`src/rtl/mig_wr_burst_ctrl.sv`:
```
// Fixed-length MIG write-burst controller: grants upstream requests, then streams BURST_LEN commands and data beats.
// Optional MIGWR_STATS_EN adds saturating burst_count/stall_cycles outputs; the default build omits them.
module mig_wr_burst_ctrl #(
  parameter int BURST_LEN = 32,
  parameter int ADDR_INC  = 8,
  parameter int ADDR_W    = 29,
  parameter int DATA_W    = 128,
  parameter int CNT_W     = 9
) (
  input  logic              mem_clk,
  input  logic              mem_reset_n,
  input  logic              init_calib_complete,
  input  logic              wr_req,
  input  logic [ADDR_W-1:0] wr_addr,
  output logic              wr_ack,
  input  logic [CNT_W-1:0]  fifo_rd_data_count,
  output logic              wdata_rd_en,
  input  logic [DATA_W-1:0] wdata,
  output logic              app_en,
  output logic [2:0]        app_cmd,
  output logic [ADDR_W-1:0] app_addr,
  input  logic              app_rdy,
  output logic              app_wdf_wren,
  output logic [DATA_W-1:0] app_wdf_data,
  output logic              app_wdf_end,
  input  logic              app_wdf_rdy,
  output logic              busy
`ifdef MIGWR_STATS_EN
  ,
  output logic [31:0]       burst_count,
  output logic [31:0]       stall_cycles
`endif
);

  localparam int CW = $clog2(BURST_LEN) + 1;
  localparam logic [CW-1:0]     LEN_C = CW'(BURST_LEN);
  localparam logic [CNT_W-1:0]  LEN_L = CNT_W'(BURST_LEN);
  localparam logic [ADDR_W-1:0] INC_C = ADDR_W'(ADDR_INC);

  typedef enum logic [1:0] {IDLE, GRANT, BURST} state_t;

  state_t            r_state;
  state_t            w_next;
  logic [1:0]        r_rst_sync;
  logic [CW-1:0]     r_cmd_cnt;
  logic [CW-1:0]     r_dat_cnt;
  logic [ADDR_W-1:0] r_addr;
  logic              w_start;
  logic              w_in_burst;
  logic              w_cmd_hs;
  logic              w_dat_hs;
  logic              w_done;

  // Assert asynchronously, release only after two clean mem_clk edges.
  always_ff @(posedge mem_clk or negedge mem_reset_n) begin
    if (!mem_reset_n) r_rst_sync <= 2'b00;
    else              r_rst_sync <= {r_rst_sync[0], 1'b1};
  end

  assign w_start    = r_rst_sync[1] & init_calib_complete & wr_req &
                      (fifo_rd_data_count >= LEN_L);
  assign w_in_burst = (r_state == BURST);
  assign w_cmd_hs   = app_en & app_rdy;
  assign w_dat_hs   = app_wdf_wren & app_wdf_rdy;
  assign w_done     = (r_cmd_cnt == LEN_C) && (r_dat_cnt == LEN_C);

  always_ff @(posedge mem_clk or negedge mem_reset_n) begin
    if (!mem_reset_n) r_state <= IDLE;
    else              r_state <= w_next;
  end

  always_comb begin
    w_next = r_state;
    wr_ack = 1'b0;
    busy   = 1'b1;
    case (r_state)
      IDLE: begin
        busy = 1'b0;
        if (w_start) w_next = GRANT;
      end
      GRANT: begin
        wr_ack = 1'b1;
        w_next = BURST;
      end
      BURST: begin
        if (w_done) w_next = IDLE;
      end
      default: w_next = IDLE;
    endcase
  end

  always_ff @(posedge mem_clk or negedge mem_reset_n) begin
    if (!mem_reset_n) begin
      r_addr    <= '0;
      r_cmd_cnt <= '0;
      r_dat_cnt <= '0;
    end else if ((r_state == IDLE) && w_start) begin
      r_addr    <= wr_addr;
      r_cmd_cnt <= '0;
      r_dat_cnt <= '0;
    end else begin
      if (w_cmd_hs) begin
        r_addr    <= r_addr + INC_C;
        r_cmd_cnt <= r_cmd_cnt + 1'b1;
      end
      if (w_dat_hs) r_dat_cnt <= r_dat_cnt + 1'b1;
    end
  end

  assign app_en       = w_in_burst & (r_cmd_cnt < LEN_C);
  assign app_wdf_wren = w_in_burst & (r_dat_cnt < LEN_C);
  assign app_wdf_end  = app_wdf_wren;
  assign app_wdf_data = wdata;
  assign wdata_rd_en  = w_dat_hs;
  assign app_cmd      = 3'b000;
  assign app_addr     = r_addr;

`ifdef MIGWR_STATS_EN
  logic w_stall;
  assign w_stall = w_in_burst & ((app_en & ~app_rdy) | (app_wdf_wren & ~app_wdf_rdy));

  always_ff @(posedge mem_clk or negedge mem_reset_n) begin
    if (!mem_reset_n) begin
      burst_count  <= '0;
      stall_cycles <= '0;
    end else begin
      if (wr_ack && (burst_count != 32'hFFFF_FFFF))   burst_count  <= burst_count + 32'd1;
      if (w_stall && (stall_cycles != 32'hFFFF_FFFF)) stall_cycles <= stall_cycles + 32'd1;
    end
  end
`endif

endmodule
```
`config.mk`:
```
export PLATFORM = sky130hd
export DESIGN_NAME = mig_wr_burst_ctrl
export DESIGN_NICKNAME = d
export VERILOG_FILES = /design/src/rtl/mig_wr_burst_ctrl.sv
export SDC_FILE = /design/constraint.sdc
export NUM_CORES = 1
export LEC_CHECK = 0
export CAP_MARGIN = 20
export CORE_AREA = 2 2 132 134
export CTS_CLUSTER_DIAMETER = 60
export DETAILED_ROUTE_END_ITERATION = 8
export DIE_AREA = 0 0 134 136
export GPL_TIMING_DRIVEN = 0
export PLACE_DENSITY_LB_ADDON = 0.1
export SYNTH_ARGS = -nofsm -noshare
export SYNTH_HDL_FRONTEND = slang
export SYNTH_SLANG_ARGS = --single-unit
```
`constraint.sdc`:
```
create_clock -name mem_clk -period 5.15 [get_ports mem_clk]
set_input_delay 0.7725 -clock mem_clk [delete_from_list [all_inputs] [get_ports mem_clk]]
set_output_delay 0.7725 -clock mem_clk [all_outputs]
set_load 0.02 [all_outputs]
```
### Word-level counts from Yosys, hierarchy flattened

Cells that the tools add are included.

| storage, ports and cells | value |
|---|---|
| bits in registers | 45 |
| input bits | 172 |

| cells by class | value |
|---|---|
| $add $sub $neg | 3 |
| $lt $le $gt $ge | 3 |
| muxes and demuxes | 11 |
| equality and inequality tests | 6 |
| reduce and logical (&&, ||, !) cells | 6 |
| bitwise logic cells | 7 |

Operators by type and width:

| kind | number |
|---|---|
| $mux W29 | 2 |
| $add A29 B4 Y29 const B | 1 |
| $mux W6 | 4 |
| $add A6 B1 Y6 const B | 2 |
| $eq A6 B6 Y1 const B | 2 |
| $lt A6 B6 Y1 const B | 2 |
| $ge A9 B6 Y1 const B | 1 |
| $and A1 B1 Y1 | 7 |
| $pmux W2 S3 | 1 |
| $mux W2 | 2 |
| $reduce_bool A2 Y1 | 2 |
| $eq A2 B1 Y1 const B | 1 |
| $eq A2 B2 Y1 const B | 1 |
| $logic_and A1 B1 Y1 | 2 |
| $logic_not A2 Y1 | 1 |
| $mux W1 | 2 |
| $ne A2 B1 Y1 const B | 1 |
| $ne A2 B2 Y1 const B | 1 |
| $reduce_and A2 Y1 | 1 |

### Depth between registers and ports, before layout

Gate-level depths: netlist of run 1.

| depth | value |
|---|---|
| depth after elaboration | 5 |
| mapped depth | 7 |

### Least setup slack after synthesis of run 1

No wires, ideal clock.

| timing | value |
|---|---|
| path type | input -> register |
| start point | in fifo_rd_data_count[5] |
| end point | reg r_addr[24], in the netlist app_addr[24] |
| stages | 5 |
| slack | 2947 ps |
| required time | 5024 ps |
| path buffers | 0 |
| data arrival time | 2077 ps |
| path through | or4_4 nand3_2 inv_2 or4_1 o311a_1 |

| between the ends | value |
|---|---|
| cells in the longest elaborated chain, start to end | 4 |
| elaborated cells on any way between the ends | 5 |
| classes of those cells | order compare (1); mux (1); bitwise (1); reduce/logical (2) |

Ends and longest elaborated chain:

| element | line | source |
|---|---|---|
| start: declaration | 16 | `input logic [CNT_W-1:0] fifo_rd_data_count,` |
| $ge A9 B6 Y1 * | 61 | `(fifo_rd_data_count >= LEN_L);` |
| $and A1 B1 Y1 * | 60 | `assign w_start = r_rst_sync[1] & init_calib_complete & wr_req &` |
| $logic_and A1 B1 Y1 * | 97 | `end else if ((r_state == IDLE) && w_start) begin` |
| $mux W29 / $reduce_bool A2 Y1 (equally long branches) | n/a |  |
| end signal: assignment | 98 | `r_addr <= wr_addr;` |
| end signal: assignment | 103 | `r_addr <= r_addr + INC_C;` |
| end: declaration | 47 | `logic [ADDR_W-1:0] r_addr;` |

Mark *: on every way between the ends. The rest lies on a longest branch, timed or not.
A chain may end at the register's enable or synchronous reset.

### Worst setup path after layout of run 1

| timing | value |
|---|---|
| start point | in app_wdf_rdy |
| end point | out wdata_rd_en |

| between the ends | value |
|---|---|
| cells in the longest elaborated chain, start to end | 1 |

Ends and longest elaborated chain:

| element | line | source |
|---|---|---|
| start: declaration | 26 | `input logic app_wdf_rdy,` |
| $and A1 B1 Y1 | 64 | `assign w_dat_hs = app_wdf_wren & app_wdf_rdy;` |
| end: declaration | 17 | `output logic wdata_rd_en,` |

No other way between the ends.

==> results.json, run 1 <==
{
  "syn-cell-area_um2": 3403,
  "cap_violations": 0,
  "viasPerCell": 4.133,
  "layout_common_cells": "clkdlybuf4s50_1, buf_4, dfrtp_1",
  "peakVddDrop_v": 0.0001380,
  "cpMaxStageDelayCell": "clkdlybuf4s50_1",
  "synth_seq_area_share": 0.3309,
  "ys_warn_count": 0,
  "track_usage": 0.1210,
  "p_leak_nw": 2.548,
  "cp.required_ps": 4380,
  "setup_viol_count_final": 0,
  "critical_path_class": "input port to output port",
  "max-slew-margin-rel": 0.6162,
  "gp_congestion": 0.7384,
  "initialDrtViolationCount": 83,
  "cts-htree-levels": 2,
  "endpoint_kind": "output port",
  "r2r-start": "r_state[1]",
  "p_total_mw": 2.088,
  "io_pins": 338,
  "insertion_delay_ps": 290,
  "initial_core_util": 0.2017,
  "overflow": 0,
  "grt_pass1_vias": 3325,
  "dr.pass1.iters": 4,
  "chipHeight_um": 136,
  "async_flop_share": 1.000,
  "die-area_um2": 18220,
  "dpl-instance-area_um2": 5719,
  "crit_chain": "clkdlybuf4s50_1 -> nor4bb_1 -> clkbuf_1 -> clkdlybuf4s50_1",
  "cts_tree": "yes",
  "path_clk_slew_ps": 60,
  "hp-start": "r_rst_sync[0]",
  "root_buffer": "clkbuf_16",
  "rsz0062_at_grt": "false",
  "drive_gt1_frac": 0.2591,
  "cts_sinks": 45,
  "cts_buffer_depth": 2,
  "drcViolationCount": 0,
  "nets": 779,
  "grtUsageMet3": 0.03244,
  "grt_pass1_wl_mm": 17.44,
  "synthCells": 391,
  "netlist.area_leader.share": 0.3309,
  "ys_top_cells_by_area": "dfrtp_1, buf_4, nand2_1, xor2_1, or4_1",
  "hold_class": "flop to flop",
  "synth.distinct_cells": 39,
  "hold_buffers": 0,
  "postCtsSetupBuffers": 0,
  "ys.flop_type": "dfrtp_1",
  "grt_use_met2": 0.2279,
  "coreArea_um2": 16880,
  "crit_buf_inv": 3,
  "busiest_layer": "met2",
  "globalRouteMet1Util": 0.1314,
  "period_share": 0.6227,
  "power.density_nw_per_um2": 356.0,
  "synth_area_per_cell_um2": 8.704,
  "hold_viol": 0,
  "period_minus_slack_ps": 3207,
  "drt_wl_total_mm": 11.72,
  "syn2layout_area_growth_pct": 72.32,
  "cp-start-kind": "input port",
  "vias": 3422,
  "tightest_slew_ps": 575.8,
  "fin_skew_ps": 3.490,
  "status": "finished clean",
  "dp_hpwl_mm": 9.565,
  "holdWs_ps": 349.7,
  "row_count": 48,
  "place.port_buffers": 201,
  "cp_top_family": "buffers and inverters",
  "synth-seq-cells": 45,
  "ant_nets": 0,
  "synth_area_leader_cell": "dfrtp_1",
  "design_area_um2": 5864,
  "fin_setup_tns_ps": 0,
  "grt_max_degree": 26,
  "wl_per_cell_um": 14.16,
  "cts_buffers": 5,
  "layout_commonest_cell": "clkdlybuf4s50_1",
  "cp_common_cell": "clkdlybuf4s50_1",
  "worstPathMaxFanout": 7,
  "slew_viol_final": 0,
  "dieWidth_um": 134,
  "synth-edff-count": 0,
  "startpoint": "app_wdf_rdy",
  "cp_data_arrival_time_ps": 2430,
  "slowest_delay_ps": 670,
  "post_cts_resized": 0,
  "antenna_found_initial": 1,
  "clock.fmax_mhz": 311.8
}
worst register-to-register path: stages, from the launching register on:
cell and delay, ps:
dfrtp_1 440, nor4bb_1 330, nand3_2 240, inv_2 220
buf_2 250, buf_2 300, nand2_1 100, nand3_1 80
flip-flops by register name (all words and copies together) (netlist names):
name / cells
app_addr: 29
r_cmd_cnt: 6
r_dat_cnt: 6
r_rst_sync: 2
r_state: 2
worst paths after layout:
check | endpoint | slack (ps) | cells after the start
worst max-delay path | wdata_rd_en | 1940 | 4
worst min-delay path | r_rst_sync[1] | 350 | 0
worst max register to register | app_addr[17] | 3130 | 7
worst min register to register | r_rst_sync[1] | 350 | 0
max in group asynchronous | app_addr[28] | 4150 | 2
min in group asynchronous | r_rst_sync[0] | 470 | 1
layout make-up:
type                            instances  area, um2
Clock buffer                            7      142.6
Inverter                                8      30.03
Sequential cell                        45       1126
Tap cell                              225      281.5
Buffer                                146       1055
Timing Repair Buffer                  202       2027
Antenna cell                            1      2.502
Fill cell                            1795      11010
Multi-Input combinational cell        194       1200
metal layers:
layer  vias to the layer above  part of all wire
met4                         0             0.017
li1                       1636                 -
met2                       196              0.52
met1                      1581              0.36
met5                         -                 0
met3                         9             0.096
metrics by stage:
stage	worst slack [ps]	std cells	utilization
final	1943	828	0.3475
after global routing	1831	828	0.3475
after CTS	1913	827	0.3473
after detailed placement	1920	820	0.3389
after global placement	1824	819	0.3380
after floorplan	2947	393	-
kinds of logic (layout without fill, tap and decap cells):
kind of cell	count (synthesis)	after routing	share of synthesized area
buffers and inverters	154	363	0.3187
and+or+nand+nor	127	127	0.2070
DFF	45	45	0.3309
AOI/OAI and AO/OA	43	43	0.08420
xor gates and xnor gates	15	15	0.03860
adders and majority gates	5	5	0.01838
other	2	5	0.002207
cells in the mapped netlist, drive strengths merged, types with 4 or more instances:
library cell and n:
buf 141, dfrtp 45, nand2 32, nor2 21
nand3 16, nand4 14, o21ai 12, or4 12
a31oi 11, xor2 10, inv 8, o211ai 8
and4 7, or3 6, clkbuf 5, ha 5
o31ai 5, xnor2 5, and3 4
power breakdown:
| group | switching, mW | total (mW) | internal, mW |
|---|---|---|---|
| Clock | 0.132 | 0.323 | 0.191 |
| Combinational | 0.541 | 1.09 | 0.551 |
| Sequential | 0.178 | 0.672 | 0.495 |
| Total | 0.851 | 2.09 | 1.24 |
Power figures use the tool's default switching activity.
==> inputs of run 2 (changes only) <==
--- a/config.mk
+++ b/config.mk
@@ -6,10 +6,10 @@
 export NUM_CORES = 1
 export LEC_CHECK = 0
 export CAP_MARGIN = 20
-export CORE_AREA = 2 2 132 134
+export CORE_AREA = 2 2 130 132
 export CTS_CLUSTER_DIAMETER = 60
 export DETAILED_ROUTE_END_ITERATION = 8
-export DIE_AREA = 0 0 134 136
+export DIE_AREA = 0 0 132 134
 export GPL_TIMING_DRIVEN = 0
 export PLACE_DENSITY_LB_ADDON = 0.1
 export SYNTH_ARGS = -nofsm -noshare
==> constraint.sdc (replaced) <==
create_clock -name mem_clk -period 2.7 [get_ports mem_clk]
set_input_delay 0.405 -clock mem_clk [delete_from_list [all_inputs] [get_ports mem_clk]]
set_output_delay 0.405 -clock mem_clk [all_outputs]
set_load 0.02 [all_outputs]
==> run 2 against run 1 <==
  * Via count decreased by 1.6%
  * Hold slack got worse by 260 ps
  * Critical path type unchanged
  * Die area decreased by 2.9%
  * Largest cell class unchanged
  * Sequential power increased by 90%
  * Power increased by 90%
  * First-iteration DRC count decreased by 1.2%
  * Cell count decreased by 0.60%
  * Critical endpoint unchanged
  * Flip-flop and latch count unchanged
==> results.json, run 2 (synthesized netlist as in run 1, its figures left out) <==
{
  "status": "finished clean",
  "cap_violations": 0,
  "layout_commonest_cell": "clkdlybuf4s50_1",
  "dp_cells": 815,
  "peakVddDrop_v": 0.0002797,
  "initialDrtViolationCount": 82,
  "critical_path_class": "input port to output port",
  "fin_setup_tns_ps": 0,
  "track_usage": 0.1286,
  "ant_nets": 0,
  "vias": 3368,
  "viasPerCell": 4.092,
  "clock.fmax_mhz": 399.5,
  "fillerInstances": 1683,
  "p_total_mw": 3.968,
  "row_count": 47,
  "setup_viol_count_final": 0,
  "period_share": 0.9271,
  "chipHeight_um": 134,
  "layout_common_cells": "clkdlybuf4s50_1, buf_4, dfrtp_1",
  "dp_hpwl_mm": 9.892,
  "grtUsageMet3": 0.03855,
  "cpMaxStageDelayCell": "clkdlybuf4s50_1",
  "root_buffer": "clkbuf_16",
  "place_ws_ps": 183.2,
  "grt_pass1_wl_mm": 18.04,
  "slowest_delay_ps": 670,
  "p_leak_nw": 2.543,
  "cts_tree": "yes",
  "max-slew-margin-rel": 0.5818,
  "power.density_nw_per_um2": 678.4,
  "die-area_um2": 17690,
  "nets": 779,
  "cp_common_cell": "clkdlybuf4s50_1",
  "cts_buffer_depth": 2,
  "slew_viol_final": 0,
  "antenna_cells": 0,
  "place.port_buffers": 201,
  "drive_gt1_frac": 0.2570,
  "postCtsSetupBuffers": 0,
  "globalRouteMet1Util": 0.1338,
  "cp-start-kind": "input port",
  "instances_no_fill": 823,
  "hold_buffers": 0,
  "gp_congestion": 0.7455,
  "overflow": 0,
  "io_pins": 338,
  "dieWidth_um": 132,
  "hold_viol": 0,
  "tightest_slew_ps": 627.3,
  "design_area_um2": 5849,
  "post_cts_resized": 0,
  "endpoint_kind": "output port",
  "crit_chain": "clkdlybuf4s50_1 -> nor4bb_1 -> clkbuf_1 -> clkdlybuf4s50_1",
  "holdWs_ps": 87.24,
  "final_core_util": 0.3591,
  "coreArea_um2": 16290,
  "fin_skew_ps": 4.451,
  "seqCellArea_um2": 1126,
  "hold_class": "input port to async pin",
  "multi_input_area_um2": 1200,
  "cp_top_family": "buffers and inverters",
  "period_minus_slack_ps": 2503,
  "dpl-instance-area_um2": 5713,
  "wl_per_cell_um": 14.58,
  "dr.pass1.iters": 4,
  "antenna_found_initial": 0,
  "initial_core_util": 0.2089,
  "rsz0062_at_grt": "false",
  "cts_sinks": 45,
  "cp_data_arrival_time_ps": 2100,
  "setup_ws_ps": 196.8,
  "grt_pass1_vias": 3390,
  "crit_buf_inv": 3,
  "grt_use_met2": 0.2497,
  "cp.required_ps": 2300,
  "insertion_delay_ps": 290,
  "cts-htree-levels": 2,
  "r2r-start": "r_state[0]",
  "grt_max_degree": 26,
  "worstPathMaxFanout": 7,
  "startpoint": "app_wdf_rdy",
  "drt_wl_total_mm": 12.00,
  "syn2layout_area_growth_pct": 71.87,
  "busiest_layer": "met2",
  "path_clk_slew_ps": 60,
  "drcViolationCount": 0,
  "cts_buffers": 5,
  "largest_register_ff_count": 29
}
-- run 2: changes by cell type in the layout (fill, tap and decap cells not counted), sizes merged --
| cell | change |
|---|---|
| clkbuf | +1 |
| diode | -1 |
-- run 2: power by group --
part	switching [mW]	internal, mW
logic	1.04	1.05
clock network	0.258	0.345
registers	0.333	0.944
total	1.63	2.34
-- run 2: cell type report --
class                      instances  share of cell area
inverter                           8            0.005134
sequential                        45              0.1925
timing repair buffer             202              0.3465
tap                              220             0.04706
buffer                           146              0.1803
multi-input combinational        194              0.2051
clock buffer                       8             0.02332
-- run 2: worst paths after layout --
check                                end  slack, ps  cells past startpoint
setup / recovery             wdata_rd_en        200                      4
hold / removal             r_rst_sync[0]         90                      1
setup reg to reg            app_addr[20]        660                      7
hold reg to reg            r_rst_sync[1]        350                      0
max in group asynchronous   r_dat_cnt[3]       2090                      2
min in group mem_clk       r_rst_sync[1]        350                      0
-- run 2: per-layer routing --
metal	up-vias	wire length, um
met4	0	119
met5	-	0
met1	1554	4378
met2	176	6470
met3	6	1030
li1	1632	-
